===== src/rtl/aes_pipe_ct_fifo.sv =====
// ----------------------------------------------------------------------------
// aes_pipe_ct_fifo
//
// Ciphertext collection stage behind the pipelined AES core. Every result the
// pipeline emits is captured (the pipeline cannot be stalled) into a circular
// buffer and handed to the register interface one word per pop. The block
// also counts plaintexts that are still inside the pipeline so the register
// block can report a busy state.
//
// Ports:
//   crypto_clk      in   sole clock, rising edge
//   reset_i         in   synchronous active-high reset, highest priority
//   issue_i         in   pulse: a plaintext entered the AES pipeline
//   ct_valid_i      in   pipeline result valid (may be high every cycle)
//   ct_data_i       in   pipeline result, qualified by ct_valid_i
//   pop_i           in   pulse: register block consumes the head word
//   clear_i         in   clears the sticky error flags
//   ct_out_o        out  last popped word, held until the next good pop
//   ct_out_valid_o  out  one-cycle strobe after a successful pop
//   empty_o         out  buffer holds no words
//   full_o          out  buffer holds pDEPTH words
//   count_o         out  buffer occupancy
//   inflight_o      out  plaintexts issued whose result has not arrived
//   busy_o          out  work in the pipeline and nothing to read yet
//   overflow_o      out  sticky: result dropped or in-flight count saturated
//   underflow_o     out  sticky: pop on empty, or result with nothing issued
// ----------------------------------------------------------------------------
module aes_pipe_ct_fifo #(
  parameter int pDATA_WIDTH = 128,
  parameter int pDEPTH      = 32,
  parameter int pCNT_WIDTH  = 6
) (
  input  logic                   crypto_clk,
  input  logic                   reset_i,
  input  logic                   issue_i,
  input  logic                   ct_valid_i,
  input  logic [pDATA_WIDTH-1:0] ct_data_i,
  input  logic                   pop_i,
  input  logic                   clear_i,
  output logic [pDATA_WIDTH-1:0] ct_out_o,
  output logic                   ct_out_valid_o,
  output logic                   empty_o,
  output logic                   full_o,
  output logic [pCNT_WIDTH-1:0]  count_o,
  output logic [pCNT_WIDTH-1:0]  inflight_o,
  output logic                   busy_o,
  output logic                   overflow_o,
  output logic                   underflow_o
);

  localparam int PTR_W = $clog2(pDEPTH);

  localparam logic [pCNT_WIDTH-1:0] CNT_ZERO  = '0;
  localparam logic [pCNT_WIDTH-1:0] CNT_ONE   = pCNT_WIDTH'(1);
  localparam logic [pCNT_WIDTH-1:0] CNT_MAX   = '1;
  localparam logic [pCNT_WIDTH-1:0] CNT_DEPTH = pCNT_WIDTH'(pDEPTH);
  localparam logic [PTR_W-1:0]      PTR_ONE   = PTR_W'(1);

  // Storage: no reset so it maps onto block RAM; validity is tracked
  // entirely by the pointers and the occupancy counter.
  logic [pDATA_WIDTH-1:0] mem [pDEPTH];

  logic [PTR_W-1:0]       wr_ptr_reg,   wr_ptr_next;
  logic [PTR_W-1:0]       rd_ptr_reg,   rd_ptr_next;
  logic [pCNT_WIDTH-1:0]  count_reg,    count_next;
  logic [pCNT_WIDTH-1:0]  inflight_reg, inflight_next;
  logic                   empty_reg,    empty_next;
  logic                   full_reg,     full_next;
  logic                   busy_reg,     busy_next;
  logic                   overflow_reg, overflow_next;
  logic                   underflow_reg, underflow_next;
  logic [pDATA_WIDTH-1:0] ct_out_reg;
  logic                   ct_out_valid_reg;

  logic push_ok;
  logic pop_ok;
  logic issue_sat;
  logic valid_orphan;
  logic overflow_event;
  logic underflow_event;

  always_comb begin
    // Pop is judged on the registered (pre-edge) empty flag, so a word
    // arriving in the same cycle cannot be bypassed straight to the output.
    pop_ok  = pop_i && !empty_reg;
    // A full buffer can still take a word when the head leaves in the same
    // cycle: the write lands in the slot being read, and the read sees the
    // old contents because both happen on the same edge.
    push_ok = ct_valid_i && (!full_reg || pop_ok);

    wr_ptr_next = push_ok ? (wr_ptr_reg + PTR_ONE) : wr_ptr_reg;
    rd_ptr_next = pop_ok  ? (rd_ptr_reg + PTR_ONE) : rd_ptr_reg;

    count_next = count_reg;
    if (push_ok && !pop_ok) begin
      count_next = count_reg + CNT_ONE;
    end else if (pop_ok && !push_ok) begin
      count_next = count_reg - CNT_ONE;
    end

    // In-flight tracking: an issue and an arriving result in the same cycle
    // cancel out, so neither the saturation nor the orphan check applies.
    inflight_next = inflight_reg;
    issue_sat     = 1'b0;
    valid_orphan  = 1'b0;
    if (issue_i && !ct_valid_i) begin
      if (inflight_reg == CNT_MAX) begin
        issue_sat = 1'b1;
      end else begin
        inflight_next = inflight_reg + CNT_ONE;
      end
    end else if (ct_valid_i && !issue_i) begin
      if (inflight_reg == CNT_ZERO) begin
        valid_orphan = 1'b1;
      end else begin
        inflight_next = inflight_reg - CNT_ONE;
      end
    end

    overflow_event  = (ct_valid_i && !push_ok) || issue_sat;
    underflow_event = (pop_i && empty_reg) || valid_orphan;

    // A fresh error event outranks a clear in the same cycle.
    overflow_next = overflow_reg;
    if (overflow_event) begin
      overflow_next = 1'b1;
    end else if (clear_i) begin
      overflow_next = 1'b0;
    end

    underflow_next = underflow_reg;
    if (underflow_event) begin
      underflow_next = 1'b1;
    end else if (clear_i) begin
      underflow_next = 1'b0;
    end

    // Status flags are derived from next-state values so they line up with
    // count_o and inflight_o in the same cycle.
    empty_next = (count_next == CNT_ZERO);
    full_next  = (count_next == CNT_DEPTH);
    busy_next  = (inflight_next != CNT_ZERO) && empty_next;
  end

  always_ff @(posedge crypto_clk) begin
    if (push_ok && !reset_i) begin
      mem[wr_ptr_reg] <= ct_data_i;
    end
  end

  always_ff @(posedge crypto_clk) begin
    if (reset_i) begin
      wr_ptr_reg       <= '0;
      rd_ptr_reg       <= '0;
      count_reg        <= '0;
      inflight_reg     <= '0;
      empty_reg        <= 1'b1;
      full_reg         <= 1'b0;
      busy_reg         <= 1'b0;
      overflow_reg     <= 1'b0;
      underflow_reg    <= 1'b0;
      ct_out_reg       <= '0;
      ct_out_valid_reg <= 1'b0;
    end else begin
      wr_ptr_reg       <= wr_ptr_next;
      rd_ptr_reg       <= rd_ptr_next;
      count_reg        <= count_next;
      inflight_reg     <= inflight_next;
      empty_reg        <= empty_next;
      full_reg         <= full_next;
      busy_reg         <= busy_next;
      overflow_reg     <= overflow_next;
      underflow_reg    <= underflow_next;
      ct_out_valid_reg <= pop_ok;
      if (pop_ok) begin
        ct_out_reg <= mem[rd_ptr_reg];
      end
    end
  end

  assign ct_out_o       = ct_out_reg;
  assign ct_out_valid_o = ct_out_valid_reg;
  assign empty_o        = empty_reg;
  assign full_o         = full_reg;
  assign count_o        = count_reg;
  assign inflight_o     = inflight_reg;
  assign busy_o         = busy_reg;
  assign overflow_o     = overflow_reg;
  assign underflow_o    = underflow_reg;

endmodule


===== config.mk =====
export PLATFORM = sky130hd
export DESIGN_NAME = aes_pipe_ct_fifo
export DESIGN_NICKNAME = d
export VERILOG_FILES = /design/src/rtl/aes_pipe_ct_fifo.sv
export SDC_FILE = /design/constraint.sdc
export NUM_CORES = 2
export LEC_CHECK = 0
export BUFFER_PORTS_ARGS = -buffer_cell sky130_fd_sc_hd__buf_2
export CAP_MARGIN = 10
export CORE_MARGIN = 5
export CORE_UTILIZATION = 35
export CTS_BUF_LIST = sky130_fd_sc_hd__clkbuf_8
export DETAILED_ROUTE_END_ITERATION = 16
export GPL_ROUTABILITY_DRIVEN = 1
export PLACE_DENSITY = 0.47
export SLEW_MARGIN = 15
export SYNTH_ARGS = -nofsm -noshare
export SYNTH_HDL_FRONTEND = slang
export SYNTH_SLANG_ARGS = --single-unit
export TNS_END_PERCENT = 10

===== constraint.sdc =====
create_clock -name crypto_clk -period 10.8 [get_ports crypto_clk]
set_clock_uncertainty 0.2 [all_clocks]
set_input_delay 0.54 -clock crypto_clk [delete_from_list [all_inputs] [get_ports crypto_clk]]
set_output_delay 0.54 -clock crypto_clk [all_outputs]
set_load 0.03 [all_outputs]

# Word level (Yosys, flattened, before mapping)
# Memories as Yosys holds them, arrays and structs flattened. A register that Yosys moved wholly into a read port is not among the register bits.
# Index checks and enable logic that the tools add are counted.
# totals
mem_count	1
inputBits	134
elab_cells	60
output_inout_bits	146
ram_bits	4096
regBits	28
# op_classes
n_mux	16
reduce_logical	25
eq_ne	2
n_addsub	6
# memory_table
memory	depth	word_bits	rd	rd_ports_with_merged_regs	wr	line	text
mem	32	128	1	1	1	61	logic [pDATA_WIDTH-1:0] mem [pDEPTH];
# ops
cell	count
$mux 6	6
$add 6x1->6 const B	2
$eq 6x6->1 const B	2
$logic_not 6->1	2
$sub 6x1->6 const B	2
$add 5x1->5 const B	2
$logic_and 1x1->1	10
$mux 1	10
$logic_not 1->1	7
$reduce_bool 6->1	1
$reduce_bool 2->1	2
$logic_or 1x1->1	3

# Depth between registers and ports, before layout
# logic_depth
depth_word	10
mapped_depth	10
mapped_depth_nobuf	8

# Worst setup path before layout
# No wires, ideal clock.
# synth_path
path_type	input to register
from	input ct_valid_i
to	memory mem[14][0], enable pin
n_path_buf	2
t_required_ps	9983
slack_ps	2907
stages	6
setup_time_ps	617
t_arrival_ps	7076
path_cell_list	buf_2 buf_2 a21boi_1 nor2b_1 nand2_1 nor2_1
# synth_via
elab_chain_len	4
# synth_lines
item	line	text
start, declared	36	input logic ct_valid_i,
$logic_and 1x1->1	89	push_ok = ct_valid_i && (!full_reg || pop_ok);
$logic_and 1x1->1	146	if (push_ok && !reset_i) begin
$mux 1	146	
$mux 1 (not written as such)	147	mem[wr_ptr_reg] <= ct_data_i;
end, declared	61	
# No other way between the ends.

# Worst setup path in the final report
# layout_path
from	register empty_reg, in the netlist empty_o
to	memory mem[2][97], enable pin
# layout_via
elab_chain_len	7
# layout_lines
item	line	text
start, declared	67	logic empty_reg, empty_next;
start signal, assigned	169	empty_reg <= empty_next;
$logic_not 1->1	85	pop_ok = pop_i && !empty_reg;
$logic_and 1x1->1	85	
$logic_or 1x1->1	89	
$logic_and 1x1->1	89	
$logic_and 1x1->1	146	
$mux 1	146	
$mux 1 (not written as such)	147	
# No other way between the ends.

==> insert_results.sql <==
INSERT INTO impl_metrics (metric_group, metric, value, unit) VALUES
('synth', 'synth-warning-count', '0', ''),
('critical_path', 'crit_fanout', '77', ''),
('cells_and_area', 'relative_area_change_from_synthesis_to_final_layout', '14.6', '%'),
('cells_and_area', 'finished_layout_cells', '14415', ''),
('floorplan', 'floorplan.initialDensity', '35.1', '%'),
('synth', 'synth-async-reset-ratio', '0', '%'),
('cells_and_area', 'final_cell_area', '182000', 'µm²'),
('clock_network', 'clock_tree_sinks', '4252', ''),
('critical_path', 'worst_setup_path_end_kind', 'flip-flop', ''),
('sta', 'report.final.slew_viol_count', '0', ''),
('cells_and_area', 'final_cell_mix', 'sky130_fd_sc_hd__edfxtp_1, sky130_fd_sc_hd__mux4_2, sky130_fd_sc_hd__clkbuf_8', ''),
('outcome', 'status', 'complete, no violations', ''),
('routing', 'drt-pass1-iter-count', '5', ''),
('sta', 'worst_slew_margin_rel', '14.7', '%'),
('worst_hold_path', 'min-delay-path-class', 'primary input to flip-flop', ''),
('synth', 'synth_edf_count', '4096', ''),
('clock_network', 'clk_pin_slew', '0.07', 'ns'),
('cells_and_area', 'finish.net_count', '7990', ''),
('synth', 'syn_nets', '7097', ''),
('grt', 'grt_overflow_total', '0', ''),
('critical_path', 'critical_path.startpoint_type', 'flip-flop', ''),
('grt', 'grt_use_total', '18.9', '%'),
('routing', 'post_drt_wl_per_cell', '31.3', 'µm'),
('place', 'numPortBuffers', '279', ''),
('routing', 'vias', '77500', ''),
('cells_and_area', 'largest_register_ff_count', '4096', ''),
('critical_path', 'timing.setup.critical_path_class', 'flip-flop to flip-flop', ''),
('synth', 'synth-xor-area-share', '0.0772', '%'),
('place', 'numPlacedInstances', '12977', ''),
('critical_path', 'path_delay_family', 'simple AND/OR/NAND/NOR gates', ''),
('critical_path', 'max_stage_delay', '1.11', 'ns'),
('grt', 'grt_antenna_before_repair', '54', ''),
('sta', 'final_hold_violation_count', '0', ''),
('synth', 'synth_top_flop_cell', 'sky130_fd_sc_hd__edfxtp_1', ''),
('floorplan', 'core_region_area', '452000', 'µm²'),
('sta', 'timing.final.crit_share', '51.9', '%'),
('worst_hold_path', 'holdPathEnd', 'mem[12][82]', ''),
('clock_network', 'post_cts_buffers', '0', ''),
('critical_path', 'cp.buffers_inverters', '2', ''),
('synth', 'yosysTopAreaCell', 'sky130_fd_sc_hd__edfxtp_1', ''),
('sta', 'timing.final.setup_violations', '0', ''),
('synth', 'synth_sequential_area_ratio', '79.4', '%'),
('critical_path', 'worst_ep_arrival_time', '6.19', 'ns'),
('sta', 'finalWorstPathRequiredPeriod', '5.61', 'ns'),
('clock_network', 'clock_tree_buffer_depth', '4', ''),
('synth', 'synthesis.instances', '6953', ''),
('clock_network', 'cts_buffers', '700', ''),
('place', 'dpl_cell_area', '168000', 'µm²'),
('grt', 'grt_start_max_net_pins', '113', ''),
('sta', 'max_slew.worst_pin.slew', '1.28', 'ns'),
('sta', 'rsz0062_at_grt', 'no', ''),
('synth', 'synth_top_area_share', '77.5', '%'),
('clock_network', 'clk-insertion-delay-late', '1.20', 'ns'),
('synth', 'ys_types', '54', ''),
('power_and_ir_drop', 'peakVddDrop', '0.117', 'mV'),
('floorplan', 'std_cell_rows', '247', ''),
('routing', 'finalWirelength', '451', 'mm'),
('power_and_ir_drop', 'power_density', '189', 'nW/µm²'),
('critical_path', 'ff2ff_setup_slack', '5.19', 'ns'),
('synth', 'synthesis.area', '159000', 'µm²'),
('synth', 'netlist_top_cells_area', 'sky130_fd_sc_hd__edfxtp_1, sky130_fd_sc_hd__mux4_2, sky130_fd_sc_hd__dfxtp_1, sky130_fd_sc_hd__o22ai_1, sky130_fd_sc_hd__mux2i_1', ''),
('cells_and_area', 'mostFrequentLayoutCell', 'sky130_fd_sc_hd__edfxtp_1', ''),
('critical_path', 'regToRegStartpoint', 'empty_o', ''),
('synth', 'synth_mux_area_share', '14.7', '%'),
('synth', 'syn_avg_cell_area', '22.8', 'µm²'),
('routing', 'drc', '0', ''),
('synth', 'synth_top_family_by_area', 'multiplexers', ''),
('critical_path', 'critical_path.slowest_cell', 'sky130_fd_sc_hd__nor2_4', ''),
('synth', 'synth-adder-area-share', '0.0788', '%'),
('cells_and_area', 'drive_gt1_share', '27.9', '%'),
('routing', 'final_antenna_net_count', '0', '');
==> worst max path at each step <==
| stage | startpoint | endpoint | slack, ns | cells past startpoint |
|---|---|---|---|---|
| floorplan | ct_valid_i | mem[14][0] | 2.91 | 6 |
| global placement | ct_valid_i | mem[2][92] | 4.87 | 7 |
| detailed placement | ct_valid_i | mem[2][92] | 4.87 | 7 |
| CTS | empty_o | mem[2][97] | 5.10 | 7 |
| global route | empty_o | mem[2][97] | 5.01 | 7 |
| finish | empty_o | mem[2][97] | 5.19 | 7 |
==> cells in the mapped netlist (all sizes together), types with 3 or more instances <==
master   instances
inv              8
nor3             4
a22o            98
and3             5
nor2b           20
xor2            10
o22ai          421
mux2i          149
nor4b            3
dfxtp          156
clkbuf         134
nand4            5
or3              3
nand2b           9
mux4           964
a22oi            8
a2111oi         13
a21oi          108
nor2           157
o221ai           4
or3b             3
nand2           43
a211oi          19
nand3b           9
xnor2            4
edfxtp        4096
nand3            9
o21ai           23
buf            276
ha              10
a32o             5
mux2            16
nor4           137
==> stage by stage <==
| stage | util (%) | power [µW] | hold slack (ns) | setup WS [ns] |
|---|---|---|---|---|
| after floorplan | - | 20700 | 0.354 | 2.91 |
| after global placement | 37.0 | 21600 | 0.262 | 4.87 |
| after detailed placement | 37.0 | 21600 | 0.259 | 4.87 |
| after CTS | 40.2 | 34800 | 0.0580 | 5.10 |
| after global routing | 40.2 | 35700 | 0.139 | 5.01 |
| final | 40.2 | 34300 | 0.209 | 5.19 |
==> worst register-to-register path: cells and delay by family (launching register included) <==
family / cells / cell delay (ns)
AND/OR/NAND/NOR: 4 / 2.40
buffers and inverters: 2 / 1.32
AO/OA/AOI/OAI: 1 / 0.86
flip-flops: 1 / 0.37
==> report_power, final <==
part           leakage, µW  switching, µW  internal, µW
Clock              0.00764           6420          6630
Combinational       0.0103           1640          1260
Sequential          0.0381            136         18200
==> area by class of cell <==
cell class,count,area (µm²)
Antenna cell,21,52.6
Clock buffer,756,10400
Clock inverter,518,2510
Fill cell,40456,270000
Inverter,8,30.0
Multi-Input combinational cell,2283,30800
Sequential cell,4252,126000
Tap cell,5976,7480
Timing Repair Buffer,601,4550
==> per-layer routing <==
metal | track usage [%] | vias up | routed length (µm)
li1 | - | 31826 | -
met1 | 26.9 | 42533 | 199000
met2 | 30.8 | 2507 | 218000
met3 | 3.08 | 612 | 26200
met4 | 3.74 | 22 | 7780
met5 | 0 | - | 142
==> cells by family (layout without fill, tap and decap cells) <==
| kind of cell | Yosys count | count (layout) |
|---|---|---|
| buffers and inverters | 418 | 1883 |
| AND/OR/NAND/NOR | 413 | 413 |
| adder cells (fa/ha/maj) | 10 | 10 |
| AO/OA/AOI/OAI | 717 | 717 |
| multiplexers | 1129 | 1129 |
| XOR/XNOR | 14 | 14 |
| other | 0 | 21 |
| flip-flops | 4252 | 4252 |
(Power assumes the default switching activity.)
